`src/rtl/spi_flash_reader.sv`:
```
// Sequences SPI master register accesses to stream a byte range out of a SPI NOR
// flash with the READ (0x03) command, delivering the data as a valid/ready stream.
module spi_flash_reader #(
    parameter logic SS_ACTIVE  = 1'b0,
    parameter int   POLL_DELAY = 4
) (
    input  logic        i_clk,
    input  logic        i_reset,
    input  logic        i_start,
    input  logic [23:0] i_flash_addr,
    input  logic [15:0] i_len,
    output logic        o_busy,
    output logic        o_done,
    output logic [7:0]  o_byte,
    output logic        o_valid,
    input  logic        i_ready,
    output logic        o_spi_addr,
    output logic        o_spi_cs,
    output logic        o_spi_we,
    output logic [7:0]  o_spi_dat,
    input  logic [7:0]  i_spi_dat
);

    localparam int WW = $clog2(POLL_DELAY + 1);

    typedef enum logic [3:0] {
        S_IDLE, S_SEL, S_TX, S_WAIT, S_POLL, S_RD, S_OUT, S_DESEL, S_DONE
    } state_t;

    state_t      r_state;
    state_t      w_next;
    logic [23:0] r_addr;
    logic [15:0] r_remaining;
    logic        r_hdr;
    logic [1:0]  r_k;
    logic [WW-1:0] r_wait;
    logic [7:0]  r_byte;
    logic        r_valid;
    logic        r_busy;
    logic        r_done;
    logic [7:0]  w_tx_byte;
    logic        w_spi_cs;
    logic        w_spi_we;
    logic        w_spi_addr;
    logic [7:0]  w_spi_dat;

    // Header is command then address MSB first; data bytes shift a dummy 0x00.
    always_comb begin
        w_tx_byte = 8'h00;
        if (r_hdr) begin
            case (r_k)
                2'd0:    w_tx_byte = 8'h03;
                2'd1:    w_tx_byte = r_addr[23:16];
                2'd2:    w_tx_byte = r_addr[15:8];
                default: w_tx_byte = r_addr[7:0];
            endcase
        end
    end

    always_comb begin
        w_next     = r_state;
        w_spi_cs   = 1'b0;
        w_spi_we   = 1'b0;
        w_spi_addr = 1'b0;
        w_spi_dat  = 8'h00;
        case (r_state)
            S_IDLE: begin
                if (i_start) w_next = (i_len == 16'd0) ? S_DONE : S_SEL;
            end
            S_SEL: begin
                w_spi_cs  = 1'b1;
                w_spi_we  = 1'b1;
                w_spi_dat = {7'b0, SS_ACTIVE};
                w_next    = S_TX;
            end
            S_TX: begin
                w_spi_cs   = 1'b1;
                w_spi_we   = 1'b1;
                w_spi_addr = 1'b1;
                w_spi_dat  = w_tx_byte;
                w_next     = S_WAIT;
            end
            S_WAIT: begin
                if (r_wait <= WW'(1)) w_next = S_POLL;
            end
            S_POLL: begin
                w_spi_cs = 1'b1;
                if (!i_spi_dat[7]) w_next = r_hdr ? S_TX : S_RD;
            end
            S_RD: begin
                w_spi_cs   = 1'b1;
                w_spi_addr = 1'b1;
                w_next     = S_OUT;
            end
            S_OUT: begin
                if (i_ready) w_next = (r_remaining == 16'd1) ? S_DESEL : S_TX;
            end
            S_DESEL: begin
                w_spi_cs  = 1'b1;
                w_spi_we  = 1'b1;
                w_spi_dat = {7'b0, ~SS_ACTIVE};
                w_next    = S_DONE;
            end
            S_DONE:  w_next = S_IDLE;
            default: w_next = S_IDLE;
        endcase
    end

    always_ff @(posedge i_clk) begin
        if (i_reset) begin
            r_state     <= S_IDLE;
            r_addr      <= 24'h0;
            r_remaining <= 16'h0;
            r_hdr       <= 1'b0;
            r_k         <= 2'd0;
            r_wait      <= '0;
            r_byte      <= 8'h00;
            r_valid     <= 1'b0;
            r_busy      <= 1'b0;
            r_done      <= 1'b0;
        end else begin
            r_state <= w_next;
            r_busy  <= (w_next != S_IDLE);
            r_done  <= (w_next == S_DONE);
            case (r_state)
                S_IDLE: begin
                    if (i_start) begin
                        r_addr      <= i_flash_addr;
                        r_remaining <= i_len;
                        r_hdr       <= 1'b1;
                        r_k         <= 2'd0;
                    end
                end
                S_TX:   r_wait <= WW'(POLL_DELAY);
                S_WAIT: r_wait <= r_wait - WW'(1);
                S_POLL: begin
                    // Leaving the header phase after the fourth header byte completes.
                    if (!i_spi_dat[7] && r_hdr) begin
                        if (r_k == 2'd3) r_hdr <= 1'b0;
                        r_k <= r_k + 2'd1;
                    end
                end
                S_RD: begin
                    r_byte  <= i_spi_dat;
                    r_valid <= 1'b1;
                end
                S_OUT: begin
                    if (i_ready) begin
                        r_valid     <= 1'b0;
                        r_remaining <= r_remaining - 16'd1;
                    end
                end
                default: ;
            endcase
        end
    end

    assign o_busy     = r_busy;
    assign o_done     = r_done;
    assign o_byte     = r_byte;
    assign o_valid    = r_valid;
    assign o_spi_cs   = w_spi_cs;
    assign o_spi_we   = w_spi_we;
    assign o_spi_addr = w_spi_addr;
    assign o_spi_dat  = w_spi_dat;

endmodule

```
`config.mk`:
```
export PLATFORM = sky130hd
export DESIGN_NAME = spi_flash_reader
export DESIGN_NICKNAME = d
export VERILOG_FILES = /design/src/rtl/spi_flash_reader.sv
export SDC_FILE = /design/constraint.sdc
export NUM_CORES = 1
export LEC_CHECK = 0
export CORE_ASPECT_RATIO = 1.1
export CORE_UTILIZATION = 54
export DETAILED_ROUTE_END_ITERATION = 10
export PLACE_DENSITY = 0.84
export SLEW_MARGIN = 10
export SYNTH_ARGS = -nofsm -noshare
export SYNTH_HDL_FRONTEND = slang
export SYNTH_SLANG_ARGS = --single-unit
```
`constraint.sdc`:
```
create_clock -name i_clk -period 3.8 [get_ports i_clk]
set_clock_uncertainty 0.2 [all_clocks]
set_input_delay 0.76 -clock i_clk [delete_from_list [all_inputs] [get_ports i_clk]]
set_output_delay 0.76 -clock i_clk [all_outputs]
set_load 0.02 [all_outputs]
```
# After elaboration in Yosys (flattened, before gate mapping)

Index checks and enable logic that the tools add are counted.

Input bits: 52
Output and inout port bits: 22
Flip-flop bits (word level): 61
Logic and storage cells: 75

$add $sub $neg: 3
Equal/unequal tests: 16
Reduce and logical (&&, ||, !) cells: 18
$lt $le $gt $ge: 1
Multiplexer cells: 27

Operators by type and width:

| operator                | count |
|---|---|
| $mux W16                | 2 |
| $pmux W16 S2            | 1 |
| $pmux W4 S8             | 1 |
| $pmux W8 S3             | 1 |
| $mux W4                 | 5 |
| $eq A16 B1 Y1 const B   | 1 |
| $eq A4 B3 Y1 const B    | 4 |
| $logic_not A16 Y1       | 1 |
| $pmux W8 S2             | 1 |
| $sub A16 B1 Y16 const B | 1 |
| $eq A4 B2 Y1 const B    | 2 |
| $mux W8                 | 1 |
| $ne A2 B2 Y1 const B    | 4 |
| $reduce_bool A2 Y1      | 4 |
| $mux W1                 | 7 |
| $mux W3                 | 2 |
| $pmux W3 S2             | 1 |
| $reduce_and A3 Y1       | 2 |
| $reduce_or A5 Y1        | 1 |
| $eq A2 B2 Y1 const B    | 2 |
| $eq A4 B1 Y1 const B    | 1 |
| $eq A4 B4 Y1 const B    | 1 |
| $logic_not A4 Y1        | 1 |
| $mux W2                 | 2 |
| other kinds (14)        | 16 |

# Longest topological paths before layout

Gate-level depths: netlist of the first run.

Word-level depth: 5
Depth in mapped cells: 7

# Worst setup path before layout of the first run

OpenSTA, ideal clock, no wires.

Path type: register to output
Start: reg r_state[2]
End: out o_spi_dat[0]
Buffers on the path: 1
Required time: 2.840 ns
Slack: 1.351 ns
Arrival time: 1.489 ns
Cell stages (with the launch flop): 6
Cells stage by stage: dfxtp_1 buf_2 nand2b_1 nor2_1 nand3b_1 o21ai_1

Cells in the longest elaborated chain, start to end: 2
Elaborated cells on any way between the ends: 3
Classes of those cells: eq/ne (2); mux (1)

RTL lines:

| item                                         | line | RTL |
|---|---|---|
| from (decl)                                  | 30   | `state_t r_state;` |
| from (signal assigned)                       | 122  | `r_state <= w_next;` |
| $eq A4 B3 Y1 or $eq A4 B2 Y1 (tied branches) | 66   | `case (r_state)` |
| $pmux W8 S2 (*)                              | 66   |  |
| to (decl)                                    | 20   | `output logic [7:0] o_spi_dat,` |

Every way passes the cells marked *; elsewhere a longest branch is shown, timed or not.

# Final worst setup path of the first run

Start: reg r_state[1]
End: out o_spi_dat[0]

The elaborated chain is that of the path after synthesis.

==> reports/summary.json, run 1 <==
{
  "run_status": {
    "outcome": "finished, final reports clean"
  },
  "clock_network": {
    "cts.reportedPaths.clkPinSlew_ns": 0.07,
    "h_tree_level_count": 3,
    "clock_insertion_delay_worst_skew_ns": 0.34,
    "cts_sinks": 61,
    "hold_bufs_at_cts": 0,
    "cts_made_buffers": 9,
    "cts_setup_buffers": 0,
    "cts_repair_resize_count": 0,
    "cts_tree": "yes",
    "cts.path.max_buffers": 2,
    "root_buffer": "sky130_fd_sc_hd__clkbuf_8"
  },
  "global_routing": {
    "global_route.overflow_total": 0,
    "number_of_global_route_vias_before_repair": 2922,
    "grt_max_degree": 42,
    "antenna_found_initial": 0,
    "grt.total_usage_pct": 28.8,
    "grt_first_pass_wirelength_um": 13400
  },
  "placement": {
    "place.gp.congestion": 0.877,
    "placement.io_buffers": 73,
    "pre_cts_slack_ns": 0.614,
    "dp.final_hpwl_um": 5850
  },
  "timing": {
    "fin_tns_setup_ns": 0,
    "timing.final.setup_violations": 0,
    "timing_worst_slew_pin_value_ns": 0.771,
    "fin_crit_ns": 3.58,
    "drv_slew": 0,
    "hold_viol_final": 0,
    "max_frequency_mhz": 280,
    "setup_slack_ns": 0.224,
    "rsz0062_at_grt": "no",
    "max_slew_margin_pct": 48.6,
    "min_period_over_period_pct": 94.1
  },
  "yosys": {
    "synth_edf_count": 0,
    "ys_ff_latch": 61,
    "synthMostInstantiatedCell": "sky130_fd_sc_hd__nand2_1",
    "top_post_synthesis_cells_by_area": "sky130_fd_sc_hd__dfxtp_1 39%, sky130_fd_sc_hd__a21oi_1 9.7%, sky130_fd_sc_hd__nand2_1 8.9%",
    "post-synth-top-area-fraction_pct": 38.7,
    "syn_nets": 469,
    "synth_common_cells": "75 x sky130_fd_sc_hd__nand2_1, 61 x sky130_fd_sc_hd__a21oi_1, 61 x sky130_fd_sc_hd__dfxtp_1",
    "synth-warning-count": 0,
    "cell_area_synth_mm2": 0.00316,
    "synth_cells": 410,
    "synth_ff_type": "sky130_fd_sc_hd__dfxtp_1",
    "synth_area_leader_cell": "sky130_fd_sc_hd__dfxtp_1",
    "synth.avg_cell_area_um2": 7.70,
    "synth-seq-area-share_pct": 38.7,
    "ys_async_sr_fraction_pct": 0,
    "synth.lib_cells_used.distinct": 57
  },
  "min_path": {
    "worst_hold_startpoint": "r_addr[2]$_SDFFE_PP0P_",
    "class_of_the_worst_hold_path": "reg -> reg"
  },
  "die": {
    "rows": 28,
    "pin_count": 74,
    "floorplan.initialDensity_pct": 57.4,
    "core_area_mm2": 0.00550,
    "fp.dieW_um": 74.9,
    "floorplan.die.height_um": 82.2,
    "dieArea_mm2": 0.00616
  },
  "final_layout": {
    "drive_gt1_share_pct": 6.11,
    "antenna_cells": 0,
    "filler_cell_count": 448,
    "design.final.nets": 530,
    "areaGrowthSynthToFinish_pct": 30.0
  },
  "routing": {
    "number_of_vias_after_detailed_routing": 3275,
    "drt_wl_total_um": 8510,
    "ant_nets": 0,
    "initialDrtViolationCount": 234,
    "avgViaCountPerCell": 5.95,
    "drcViolationCount": 0,
    "drt_pre_antenna_iters": 5,
    "routed_wl_per_cell_um": 15.5
  },
  "power_and_ir_drop": {
    "ir_drop_mv": 0.265,
    "power.leakage_uw": 0.00147,
    "post-layout-total-power_uw": 1760,
    "cellPowerDensity_mw_per_mm2": 428
  },
  "worst_setup_path": {
    "critical_path.endpoint_type": "output port",
    "regToRegStartpoint": "r_state[0]$_SDFF_PP0_",
    "cp-start-kind": "register",
    "timing.critical_path.from": "r_state[1]$_SDFF_PP0_",
    "critPathArrivalTime_ns": 2.62,
    "criticalPathCategory": "reg -> out",
    "worst_ep_required_time_ns": 2.84,
    "path_max_fanout": 16
  },
  "job": {
    "drv.max_cap_violation_count": 0
  }
}
[where the power goes]
group	total, uW	switching (uW)	internal, uW
registers	757	61.5	695
clock network	611	258	353
logic	391	214	178
total	1760	533	1230
[state kept, by name, indices dropped and copies added, names as in the netlist]
name         cells
r_k              2
r_state          4
o_done           1
o_busy           1
o_valid          1
r_hdr            1
o_byte           8
r_wait           3
r_remaining     16
r_addr          24
[per-layer routing]
metal,wire (um),share of wire [%],global-route usage [%]
met1,3590,42,33.5
met2,4210,49,50.5
met3,461,5.4,4.98
met4,257,3.0,14.3
met5,0,0,0
[cell families (layout without fill, tap and decap cells)]
family,Yosys count,in the layout,synth area share [%]
buffers and inverters,39,104,4.99
adder cells (fa/ha/maj),7,7,2.77
multiplexers,1,1,0.357
AO/OA/AOI/OAI,123,123,23.9
flip-flops,61,61,38.7
AND/OR/NAND/NOR,179,179,29.3
[cell usage in the layout (no fill, tap or decap), drive strengths merged, types with 2 or more instances in the layout]
cell / instances
a211oi: 3
a21oi: 61
a221o: 6
a221oi: 4
a22oi: 2
a31oi: 4
and2: 3
and3: 2
buf: 4
clkbuf: 12
clkdlybuf4s50: 72
clkinv: 2
dfxtp: 61
ha: 7
inv: 13
nand2: 75
nand2b: 6
nand3: 8
nand3b: 4
nand4: 5
nand4b: 3
nor2: 34
nor2b: 5
nor3: 6
nor3b: 2
nor4: 10
nor4b: 3
o211ai: 3
o21a: 4
o21ai: 22
o31a: 3
o32ai: 3
or3: 4
[through the flow]
stage,hold WS [ns],cells,cell area [um2],util (%)
6_report,0.251,550,4110,74.6
5_1_grt,0.274,550,4110,74.6
4_1_cts,0.254,550,4110,74.6
3_5_place_dp,0.245,535,3900,70.8
3_3_place_gp,0.240,535,3900,70.8
2_1_floorplan,0.232,410,3160,-
[worst max-delay path, cell delays in order, from the launching register on]
cell and delay [ns]:
sky130_fd_sc_hd__dfxtp_1 0.60, sky130_fd_sc_hd__nand2b_1 0.19, sky130_fd_sc_hd__nor2_1 0.29, sky130_fd_sc_hd__nand3b_1 0.34
sky130_fd_sc_hd__o21ai_1 0.23, sky130_fd_sc_hd__clkdlybuf4s50_1 0.63
[cell type report]
type | instances | area (um2) | share of cell area (%)
Sequential cell | 61 | 1220 | 29.7
Clock inverter | 3 | 43.8 | 1.07
Inverter | 13 | 48.8 | 1.19
Tap cell | 75 | 93.8 | 2.29
Clock buffer | 12 | 165 | 4.02
Timing Repair Buffer | 76 | 748 | 18.2
Multi-Input combinational cell | 310 | 1780 | 43.5
[path summary, 6_finish.rpt]
| kind | end | slack, ns | cells after the start |
|---|---|---|---|
| max | o_spi_dat[0] | 0.22 | 5 |
| min | r_addr[2]$_SDFFE_PP0P_ | 0.25 | 2 |
| max reg2reg | r_addr[8]$_SDFFE_PP0P_ | 1.55 | 4 |
| min reg2reg | r_addr[2]$_SDFFE_PP0P_ | 0.25 | 2 |
(Power assumes the default switching activity.)
==> inputs of run 2 (changes only) <==
--- a/config.mk
+++ b/config.mk
@@ -6,9 +6,12 @@
 export NUM_CORES = 1
 export LEC_CHECK = 0
 export CORE_ASPECT_RATIO = 1.1
-export CORE_UTILIZATION = 54
+export CORE_UTILIZATION = 65
+export CTS_CLUSTER_SIZE = 16
 export DETAILED_ROUTE_END_ITERATION = 10
-export PLACE_DENSITY = 0.84
+export DONT_BUFFER_PORTS = 1
+export GPL_TIMING_DRIVEN = 0
+export PLACE_DENSITY = 0.79
 export SLEW_MARGIN = 10
 export SYNTH_ARGS = -nofsm -noshare
 export SYNTH_HDL_FRONTEND = slang
==> run 2 against run 1 <==
Against the previous run:
- combinational power down 14%
- total power down 1.5%
- critical path type unchanged
- count of clock-buffer cells in the layout down 2
- register-to-register slack better by 0.10 ns
- sequential cell count unchanged
- global-route usage up 4.0 points
- final cell count down 12%
- routed wire length down 4.2%
- worst hold slack better by 0.011 ns
- critical path depth unchanged
- via count down 6.6%
==> reports/summary.json, run 2 (synthesis results as in run 1) <==
{
  "run_status": {
    "outcome": {"value": "finished, final reports clean", "change": "unchanged"}
  },
  "die": {
    "pin_count": {"value": 74, "change": "unchanged"},
    "core_area": {"value": 0.00465, "unit": "mm2", "change": "was 0.00550 mm2"},
    "rows": {"value": 26, "change": "was 28"},
    "fp.dieW": {"value": 68.4, "unit": "um", "change": "was 74.9 um"},
    "dieArea": {"value": 0.00514, "unit": "mm2", "change": "was 0.00616 mm2"},
    "floorplan.initialDensity": {"value": 67.9, "unit": "%", "change": "was 57.4%"},
    "floorplan.die.height": {"value": 75.1, "unit": "um", "change": "was 82.2 um"}
  },
  "placement": {
    "dpl_cell_area": {"value": 0.00323, "unit": "mm2", "change": "was 0.00390 mm2"},
    "dp.final_hpwl": {"value": 5940, "unit": "um", "change": "was 5850 um"},
    "place.gp.congestion": {"value": 0.900, "change": "was 0.877"},
    "placement.io_buffers": {"value": 0, "change": "was 73"},
    "numPlacedInstances": {"value": 466, "change": "was 535"}
  },
  "final_layout": {
    "design.final.nets": {"value": 480, "change": "was 530"},
    "largest_register_ff_count": {"value": 24, "change": "unchanged"},
    "registers.top_by_ff_count": {"value": "r_addr", "change": "unchanged"},
    "instances_no_fill": {"value": 482, "change": "was 550"},
    "areaGrowthSynthToFinish": {"value": 9.00, "unit": "%", "change": "was 30.0%"},
    "most_common_cell_after_layout_fill_and_taps_aside": {"value": "sky130_fd_sc_hd__nand2_1", "change": "unchanged"},
    "mostFrequentLayoutCells": {"value": "75 x sky130_fd_sc_hd__nand2_1, 61 x sky130_fd_sc_hd__a21oi_1, 61 x sky130_fd_sc_hd__dfxtp_1", "change": "was 75 x sky130_fd_sc_hd__nand2_1, 72 x sky130_fd_sc_hd__clkdlybuf4s50_1, 61 x sky130_fd_sc_hd__a21oi_1, 61 x sky130_fd_sc_hd__dfxtp_1, 33 x sky130_fd_sc_hd__nor2_1"},
    "filler_cell_count": {"value": 368, "change": "was 448"},
    "drive_gt1_share": {"value": 7.75, "unit": "%", "change": "was 6.11%"},
    "finalInstanceArea": {"value": 0.00344, "unit": "mm2", "change": "was 0.00411 mm2"},
    "antenna_cells": {"value": 0, "change": "unchanged"}
  },
  "power_and_ir_drop": {
    "post-layout-total-power": {"value": 1730, "unit": "uW", "change": "was 1760 uW"},
    "power.leakage": {"value": 0.00124, "unit": "uW", "change": "was 0.00147 uW"},
    "cellPowerDensity": {"value": 503, "unit": "mW/mm2", "change": "was 428 mW/mm2"},
    "ir_drop": {"value": 0.339, "unit": "mV", "change": "was 0.265 mV"}
  },
  "routing": {
    "number_of_vias_after_detailed_routing": {"value": 3059, "change": "was 3,275"},
    "drcViolationCount": {"value": 0, "change": "unchanged"},
    "drt_wl_total": {"value": 8160, "unit": "um", "change": "was 8510 um"},
    "initialDrtViolationCount": {"value": 231, "change": "was 234"},
    "routed_wl_per_cell": {"value": 16.9, "unit": "um", "change": "was 15.5 um"},
    "ant_nets": {"value": 0, "change": "unchanged"},
    "drt_pre_antenna_iters": {"value": 5, "change": "unchanged"},
    "avgViaCountPerCell": {"value": 6.35, "change": "was 5.95"}
  },
  "clock_network": {
    "cts_repair_resize_count": {"value": 0, "change": "unchanged"},
    "cts.reportedPaths.clkPinSlew": {"value": 0.07, "unit": "ns", "change": "about the same"},
    "h_tree_level_count": {"value": 3, "change": "unchanged"},
    "cts_setup_buffers": {"value": 0, "change": "unchanged"},
    "cts_made_buffers": {"value": 9, "change": "unchanged"},
    "clock_insertion_delay_worst_skew": {"value": 0.35, "unit": "ns", "change": "was 0.34 ns"},
    "root_buffer": {"value": "sky130_fd_sc_hd__clkbuf_8", "change": "unchanged"},
    "cts.path.max_buffers": {"value": 2, "change": "unchanged"},
    "cts_sinks": {"value": 61, "change": "unchanged"},
    "hold_bufs_at_cts": {"value": 0, "change": "unchanged"},
    "cts_tree": {"value": "yes", "change": "unchanged"}
  },
  "timing": {
    "timing_worst_slew_pin_value": {"value": 0.593, "unit": "ns", "change": "was 0.771 ns"},
    "drv_slew": {"value": 0, "change": "unchanged"},
    "hold_viol_final": {"value": 0, "change": "unchanged"},
    "max_slew_margin": {"value": 60.5, "unit": "%", "change": "was 48.6%"},
    "timing.final.setup_violations": {"value": 0, "change": "unchanged"},
    "min_period_over_period": {"value": 83.2, "unit": "%", "change": "was 94.1%"},
    "rsz0062_at_grt": {"value": "no", "change": "unchanged"},
    "max_frequency": {"value": 316, "unit": "MHz", "change": "was 280 MHz"},
    "fin_crit": {"value": 3.16, "unit": "ns", "change": "was 3.58 ns"},
    "fin_tns_setup": {"value": 0, "unit": "ns", "change": "unchanged"}
  },
  "global_routing": {
    "grt_first_pass_wirelength": {"value": 12400, "unit": "um", "change": "was 13,400 um"},
    "number_of_global_route_vias_before_repair": {"value": 2735, "change": "was 2,922"},
    "global_route.overflow_total": {"value": 0, "change": "unchanged"},
    "antenna_found_initial": {"value": 0, "change": "unchanged"},
    "grt.total_usage": {"value": 32.8, "unit": "%", "change": "was 28.8%"},
    "grt_max_degree": {"value": 12, "change": "was 42"}
  },
  "worst_setup_path": {
    "criticalPathCategory": {"value": "reg -> out", "change": "unchanged"},
    "timing.critical_path.from": {"value": "r_state[2]$_SDFF_PP0_", "change": "was r_state[1]$_SDFF_PP0_"},
    "slowest_delay": {"value": 0.50, "unit": "ns", "change": "was 0.63 ns"},
    "critPathArrivalTime": {"value": 2.20, "unit": "ns", "change": "was 2.62 ns"},
    "critical_path.endpoint_type": {"value": "output port", "change": "unchanged"},
    "crit_path_top_delay_cell": {"value": "sky130_fd_sc_hd__o21ai_1", "change": "was sky130_fd_sc_hd__clkdlybuf4s50_1"},
    "path_max_fanout": {"value": 10, "change": "was 16"},
    "crit_chain": {"value": "buf_2 -> nand2b_1 -> nor2_1 -> nand3b_1 -> o21ai_1", "change": "was nand2b_1 -> nor2_1 -> nand3b_1 -> o21ai_1 -> clkdlybuf4s50_1"},
    "regToRegStartpoint": {"value": "r_state[0]$_SDFF_PP0_", "change": "unchanged"},
    "cp-start-kind": {"value": "register", "change": "unchanged"},
    "worst_ep_required_time": {"value": 2.84, "unit": "ns", "change": "about the same"}
  },
  "job": {
    "drv.max_cap_violation_count": {"value": 0, "change": "unchanged"}
  },
  "min_path": {
    "worst_hold_startpoint": {"value": "r_wait[0]$_SDFFE_PP0P_", "change": "was r_addr[2]$_SDFFE_PP0P_"},
    "class_of_the_worst_hold_path": {"value": "reg -> reg", "change": "unchanged"}
  }
}
[run 2: critical path: cells and delay by family, from the launching register on]
kind / cells / cell delay (ns)
simple gates: 3 / 0.83
flops: 1 / 0.35
compound gates: 1 / 0.50
buf+inv: 1 / 0.18
[run 2: power breakdown]
part           switching (uW)  internal, uW
clock network             276           369
logic                     213           123
registers                56.3           695
total                     545          1190
[run 2: cell type report]
type	count	area, um2	area share, %
sequential	61	1220	35.5
clock buffer	10	128	3.71
buffer	26	109	3.16
tap	56	70.1	2.04
inverter	13	48.8	1.42
multi-input combinational	310	1780	51.7
clock inverter	6	86.3	2.51
[run 2: stage by stage]
step	worst slack (ns)	utilization [%]	hold WS (ns)
final	0.638	74.0	0.262
after global routing	0.450	74.0	0.275
after CTS	0.642	74.0	0.262
after detailed placement	1.02	69.4	0.250
after global placement	1.03	69.4	0.240
after floorplan	1.35	-	0.232
[run 2: final timing paths]
kind	end	slack (ns)	cells after the start
setup / recovery	o_spi_dat[0]	0.64	5
hold / removal	r_wait[0]$_SDFFE_PP0P_	0.26	2
setup reg to reg	o_byte[4]$_SDFFE_PP0P_	1.65	5
hold reg to reg	r_wait[0]$_SDFFE_PP0P_	0.26	2
[run 2: per-layer routing]
metal	GRT usage, %	share of wire [%]	up-vias
met5	0	0	-
met4	15.7	2.3	0
met3	5.15	5.8	18
met2	54.4	48	107
met1	41.2	44	1439
li1	-	-	1495
==> inputs of run 3 (changes only) <==
--- a/config.mk
+++ b/config.mk
@@ -6,12 +6,12 @@
 export NUM_CORES = 1
 export LEC_CHECK = 0
 export CORE_ASPECT_RATIO = 1.1
-export CORE_UTILIZATION = 65
+export CORE_UTILIZATION = 57
 export CTS_CLUSTER_SIZE = 16
 export DETAILED_ROUTE_END_ITERATION = 10
 export DONT_BUFFER_PORTS = 1
 export GPL_TIMING_DRIVEN = 0
-export PLACE_DENSITY = 0.79
+export PLACE_DENSITY = 0.73
 export SLEW_MARGIN = 10
 export SYNTH_ARGS = -nofsm -noshare
 export SYNTH_HDL_FRONTEND = slang
==> constraint.sdc (replaced) <==
create_clock -name i_clk -period 2.7 [get_ports i_clk]
set_clock_uncertainty 0.2 [all_clocks]
set_input_delay 0.54 -clock i_clk [delete_from_list [all_inputs] [get_ports i_clk]]
set_output_delay 0.54 -clock i_clk [all_outputs]
set_load 0.02 [all_outputs]
==> run 3 against run 2 <==
Against the previous run:
- setup slack worse by 0.52 ns
- clock power up 28%
- first-iteration DRC count down 6.5%
- sequential power up 41%
- largest power group unchanged
- critical path type unchanged
- register-to-register slack worse by 0.92 ns
- non-clock buffer count down 1
- count of clock-buffer cells in the layout down 1
- largest cell class unchanged
- worst hold slack worse by 0.14 ns
- total power up 36%
==> reports/summary.json, run 3 (synthesis results as in run 1) <==
{
  "min_path": {
    "class_of_the_worst_hold_path": {"value": "in -> reg", "change": "was reg -> reg"},
    "timing.hold.worst_path_depth": {"value": 2, "change": "unchanged"},
    "worst_hold_startpoint": {"value": "i_flash_addr[9]", "change": "was r_wait[0]$_SDFFE_PP0P_"},
    "holdPathEnd": {"value": "r_addr[9]$_SDFFE_PP0P_", "change": "was r_wait[0]$_SDFFE_PP0P_"}
  },
  "die": {
    "floorplan.initialDensity": {"value": 58.9, "unit": "%", "change": "was 67.9%"},
    "floorplan.die.height": {"value": 80.1, "unit": "um", "change": "was 75.1 um"},
    "pin_count": {"value": 74, "change": "unchanged"},
    "core_area": {"value": 0.00536, "unit": "mm2", "change": "was 0.00465 mm2"},
    "fp.dieW": {"value": 73.0, "unit": "um", "change": "was 68.4 um"},
    "dieArea": {"value": 0.00584, "unit": "mm2", "change": "was 0.00514 mm2"},
    "rows": {"value": 28, "change": "was 26"}
  },
  "global_routing": {
    "grt_first_pass_wirelength": {"value": 13300, "unit": "um", "change": "was 12,400 um"},
    "number_of_global_route_vias_before_repair": {"value": 2703, "change": "was 2,735"},
    "grt_max_degree": {"value": 13, "change": "was 12"},
    "global_route.overflow_total": {"value": 0, "change": "unchanged"},
    "antenna_found_initial": {"value": 0, "change": "unchanged"},
    "grt.total_usage": {"value": 30.3, "unit": "%", "change": "was 32.8%"}
  },
  "power_and_ir_drop": {
    "seq_power_share": {"value": 44.8, "unit": "%", "change": "was 43.4%"},
    "switching_share": {"value": 32.9, "unit": "%", "change": "was 31.5%"},
    "cellPowerDensity": {"value": 669, "unit": "mW/mm2", "change": "was 503 mW/mm2"},
    "power.share.clock": {"value": 34.9, "unit": "%", "change": "was 37.2%"},
    "cell_internal_pwr": {"value": 1580, "unit": "uW", "change": "was 1190 uW"},
    "comb_power_share": {"value": 20.3, "unit": "%", "change": "was 19.4%"},
    "ir_drop": {"value": 0.452, "unit": "mV", "change": "was 0.339 mV"},
    "power.leakage": {"value": 0.00124, "unit": "uW", "change": "about the same"},
    "p_switching": {"value": 776, "unit": "uW", "change": "was 545 uW"}
  },
  "clock_network": {
    "cts_sinks": {"value": 61, "change": "unchanged"},
    "cts.reportedPaths.clkPinSlew": {"value": 0.08, "unit": "ns", "change": "was 0.07 ns"},
    "cts_made_buffers": {"value": 9, "change": "unchanged"},
    "clock_insertion_delay_worst_skew": {"value": 0.35, "unit": "ns", "change": "about the same"},
    "hold_bufs_at_cts": {"value": 0, "change": "unchanged"},
    "cts_tree": {"value": "yes", "change": "unchanged"},
    "root_buffer": {"value": "sky130_fd_sc_hd__clkbuf_8", "change": "unchanged"},
    "h_tree_level_count": {"value": 3, "change": "unchanged"},
    "cts.path.max_buffers": {"value": 2, "change": "unchanged"}
  },
  "routing": {
    "drt_pre_antenna_iters": {"value": 5, "change": "unchanged"},
    "ant_nets": {"value": 0, "change": "unchanged"},
    "drt_wl_total": {"value": 8390, "unit": "um", "change": "was 8160 um"},
    "initialDrtViolationCount": {"value": 216, "change": "was 231"},
    "routed_wl_per_cell": {"value": 16.8, "unit": "um", "change": "was 16.9 um"},
    "number_of_vias_after_detailed_routing": {"value": 3079, "change": "was 3,059"},
    "drcViolationCount": {"value": 0, "change": "unchanged"},
    "avgViaCountPerCell": {"value": 6.16, "change": "was 6.35"}
  },
  "timing": {
    "max_slew_margin": {"value": 61.1, "unit": "%", "change": "was 60.5%"},
    "timing.final.setup_violations": {"value": 0, "change": "unchanged"},
    "drv_slew": {"value": 0, "change": "unchanged"},
    "fin_tns_setup": {"value": 0, "unit": "ns", "change": "unchanged"},
    "rsz0062_at_grt": {"value": "no", "change": "unchanged"},
    "timing_worst_slew_pin_value": {"value": 0.583, "unit": "ns", "change": "was 0.593 ns"},
    "hold_viol_final": {"value": 0, "change": "unchanged"},
    "setup_slack": {"value": 0.121, "unit": "ns", "change": "was 0.638 ns"},
    "fin_crit_ns": 2.58,
    "max_frequency_mhz": 388,
    "min_period_over_period_pct": 95.5,
    "finalHoldWorstSlack": {"value": 0.117, "unit": "ns", "change": "was 0.262 ns"}
  },
  "worst_setup_path": {
    "crit_chain": {"value": "buf_2 -> nand2b_2 -> nor2_4 -> nand3b_1 -> buf_4 -> nor2_2", "change": "was buf_2 -> nand2b_1 -> nor2_1 -> nand3b_1 -> o21ai_1"},
    "criticalPathCategory": {"value": "reg -> out", "change": "unchanged"},
    "critical_path.endpoint_type": {"value": "output port", "change": "unchanged"},
    "crit_path_top_delay_cell": {"value": "sky130_fd_sc_hd__dfxtp_1", "change": "was sky130_fd_sc_hd__o21ai_1"},
    "cp_top_family": {"value": "simple AND/OR/NAND/NOR gates", "change": "unchanged"},
    "path_buf_inv": {"value": 2, "change": "was 1"},
    "worstRegToRegCells": {"value": 6, "change": "was 5"},
    "worst_ep_required_time": {"value": 1.96, "unit": "ns", "change": "was 2.84 ns"},
    "path_max_fanout": {"value": 10, "change": "unchanged"},
    "reg2reg_setup_slack": {"value": 0.73, "unit": "ns", "change": "was 1.65 ns"},
    "regToRegStartpoint": {"value": "r_state[2]$_SDFF_PP0_", "change": "was r_state[0]$_SDFF_PP0_"},
    "slowest_delay": {"value": 0.34, "unit": "ns", "change": "was 0.50 ns"},
    "critPathArrivalTime": {"value": 1.84, "unit": "ns", "change": "was 2.20 ns"},
    "critical_path.reg2reg.endpoint": {"value": "r_remaining[4]$_SDFFE_PP0P_", "change": "was o_byte[4]$_SDFFE_PP0P_"},
    "cp-start-kind": {"value": "register", "change": "unchanged"}
  },
  "placement": {
    "pre_cts_slack": {"value": 0.153, "unit": "ns", "change": "was 1.02 ns"},
    "numPlacedInstances": {"value": 485, "change": "was 466"},
    "dpl_cell_area": {"value": 0.00325, "unit": "mm2", "change": "was 0.00323 mm2"},
    "place.gp.congestion": {"value": 0.894, "change": "was 0.900"},
    "placement.io_buffers": {"value": 0, "change": "unchanged"},
    "dp.final_hpwl": {"value": 6050, "unit": "um", "change": "was 5940 um"}
  },
  "final_layout": {
    "antenna_cells": {"value": 0, "change": "unchanged"},
    "instances_no_fill": {"value": 500, "change": "was 482"},
    "finalInstanceArea": {"value": 0.00353, "unit": "mm2", "change": "was 0.00344 mm2"},
    "drive_gt1_share": {"value": 12.0, "unit": "%", "change": "was 7.75%"},
    "most_common_cell_after_layout_fill_and_taps_aside": {"value": "sky130_fd_sc_hd__nand2_1", "change": "unchanged"},
    "largest_register_ff_count": {"value": 24, "change": "unchanged"},
    "areaGrowthSynthToFinish": {"value": 11.7, "unit": "%", "change": "was 9.00%"},
    "mostFrequentLayoutCells": {"value": "75 x sky130_fd_sc_hd__nand2_1, 61 x sky130_fd_sc_hd__dfxtp_1, 60 x sky130_fd_sc_hd__a21oi_1", "change": "was 75 x sky130_fd_sc_hd__nand2_1, 61 x sky130_fd_sc_hd__a21oi_1, 61 x sky130_fd_sc_hd__dfxtp_1"},
    "design.final.nets": {"value": 479, "change": "was 480"},
    "registers.top_by_ff_count": {"value": "r_addr", "change": "unchanged"}
  },
  "run_status": {
    "outcome": {"value": "finished, final reports clean", "change": "unchanged"}
  },
  "job": {
    "drv.max_cap_violation_count": {"value": 0, "change": "unchanged"}
  }
}
## run 3: cell count changes in the layout (fill, tap and decap cells not counted), sizes merged
cell / delta
bufinv: -1
clkbuf: -2
clkinv: -1
clkinvlp: +3
## run 3: repair_timing
action | CTS | global route
pin swaps | 1 | 0
hold endpoints to repair | 0 | 0
setup endpoints to repair | 9 | 9
buffers inserted | 1 | 0
resized for setup | 10 | 15
## run 3: area by class of cell
class	count	area (um2)
Clock inverter	7	73.8
Clock buffer	9	124
Multi-Input combinational cell	310	1850
Sequential cell	61	1220
Tap cell	75	93.8
Fill cell	491	1830
Timing Repair Buffer	1	7.51
Buffer	24	106
Inverter	13	48.8
## run 3: worst max-delay path by stage
stage | start | to | slack (ns) | cells past startpoint
global route | r_state[2]$_SDFF_PP0_ | o_spi_dat[1] | 0.007 | 6
CTS | r_k[0]$_SDFFE_PP0P_ | o_spi_dat[0] | 0.03 | 7
floorplan | r_state[2]$_SDFF_PP0_ | o_spi_dat[0] | 0.47 | 5
detailed placement | r_state[2]$_SDFF_PP0_ | o_spi_dat[0] | 0.15 | 5
finish | r_state[2]$_SDFF_PP0_ | o_spi_dat[1] | 0.12 | 6
global placement | r_state[2]$_SDFF_PP0_ | o_spi_dat[0] | 0.17 | 5
## run 3: routing by layer
metal  global-route usage, %  wire [um]  vias to the layer above
li1                        -          -                     1490
met1                    40.0       3550                     1440
met2                    46.6       4000                      131
met3                    8.66        663                       18
met4                    11.4        176                        0
met5                       0          0                        -
## run 3: per-stage QoR
step	utilization, %	power [uW]
2_1_floorplan	-	1430
3_3_place_gp	60.6	1530
3_5_place_dp	60.6	1540
4_1_cts	64.9	2360
5_1_grt	65.8	2480
6_report	65.8	2360
## run 3: power groups by stage
stage / Clock [uW] / Sequential, uW / Combinational (uW)
floorplan: 0 / 1050 / 373
global placement: 0 / 1070 / 456
detailed placement: 0 / 1070 / 466
CTS: 831 / 1050 / 471
global route: 875 / 1070 / 534
finish: 824 / 1060 / 479
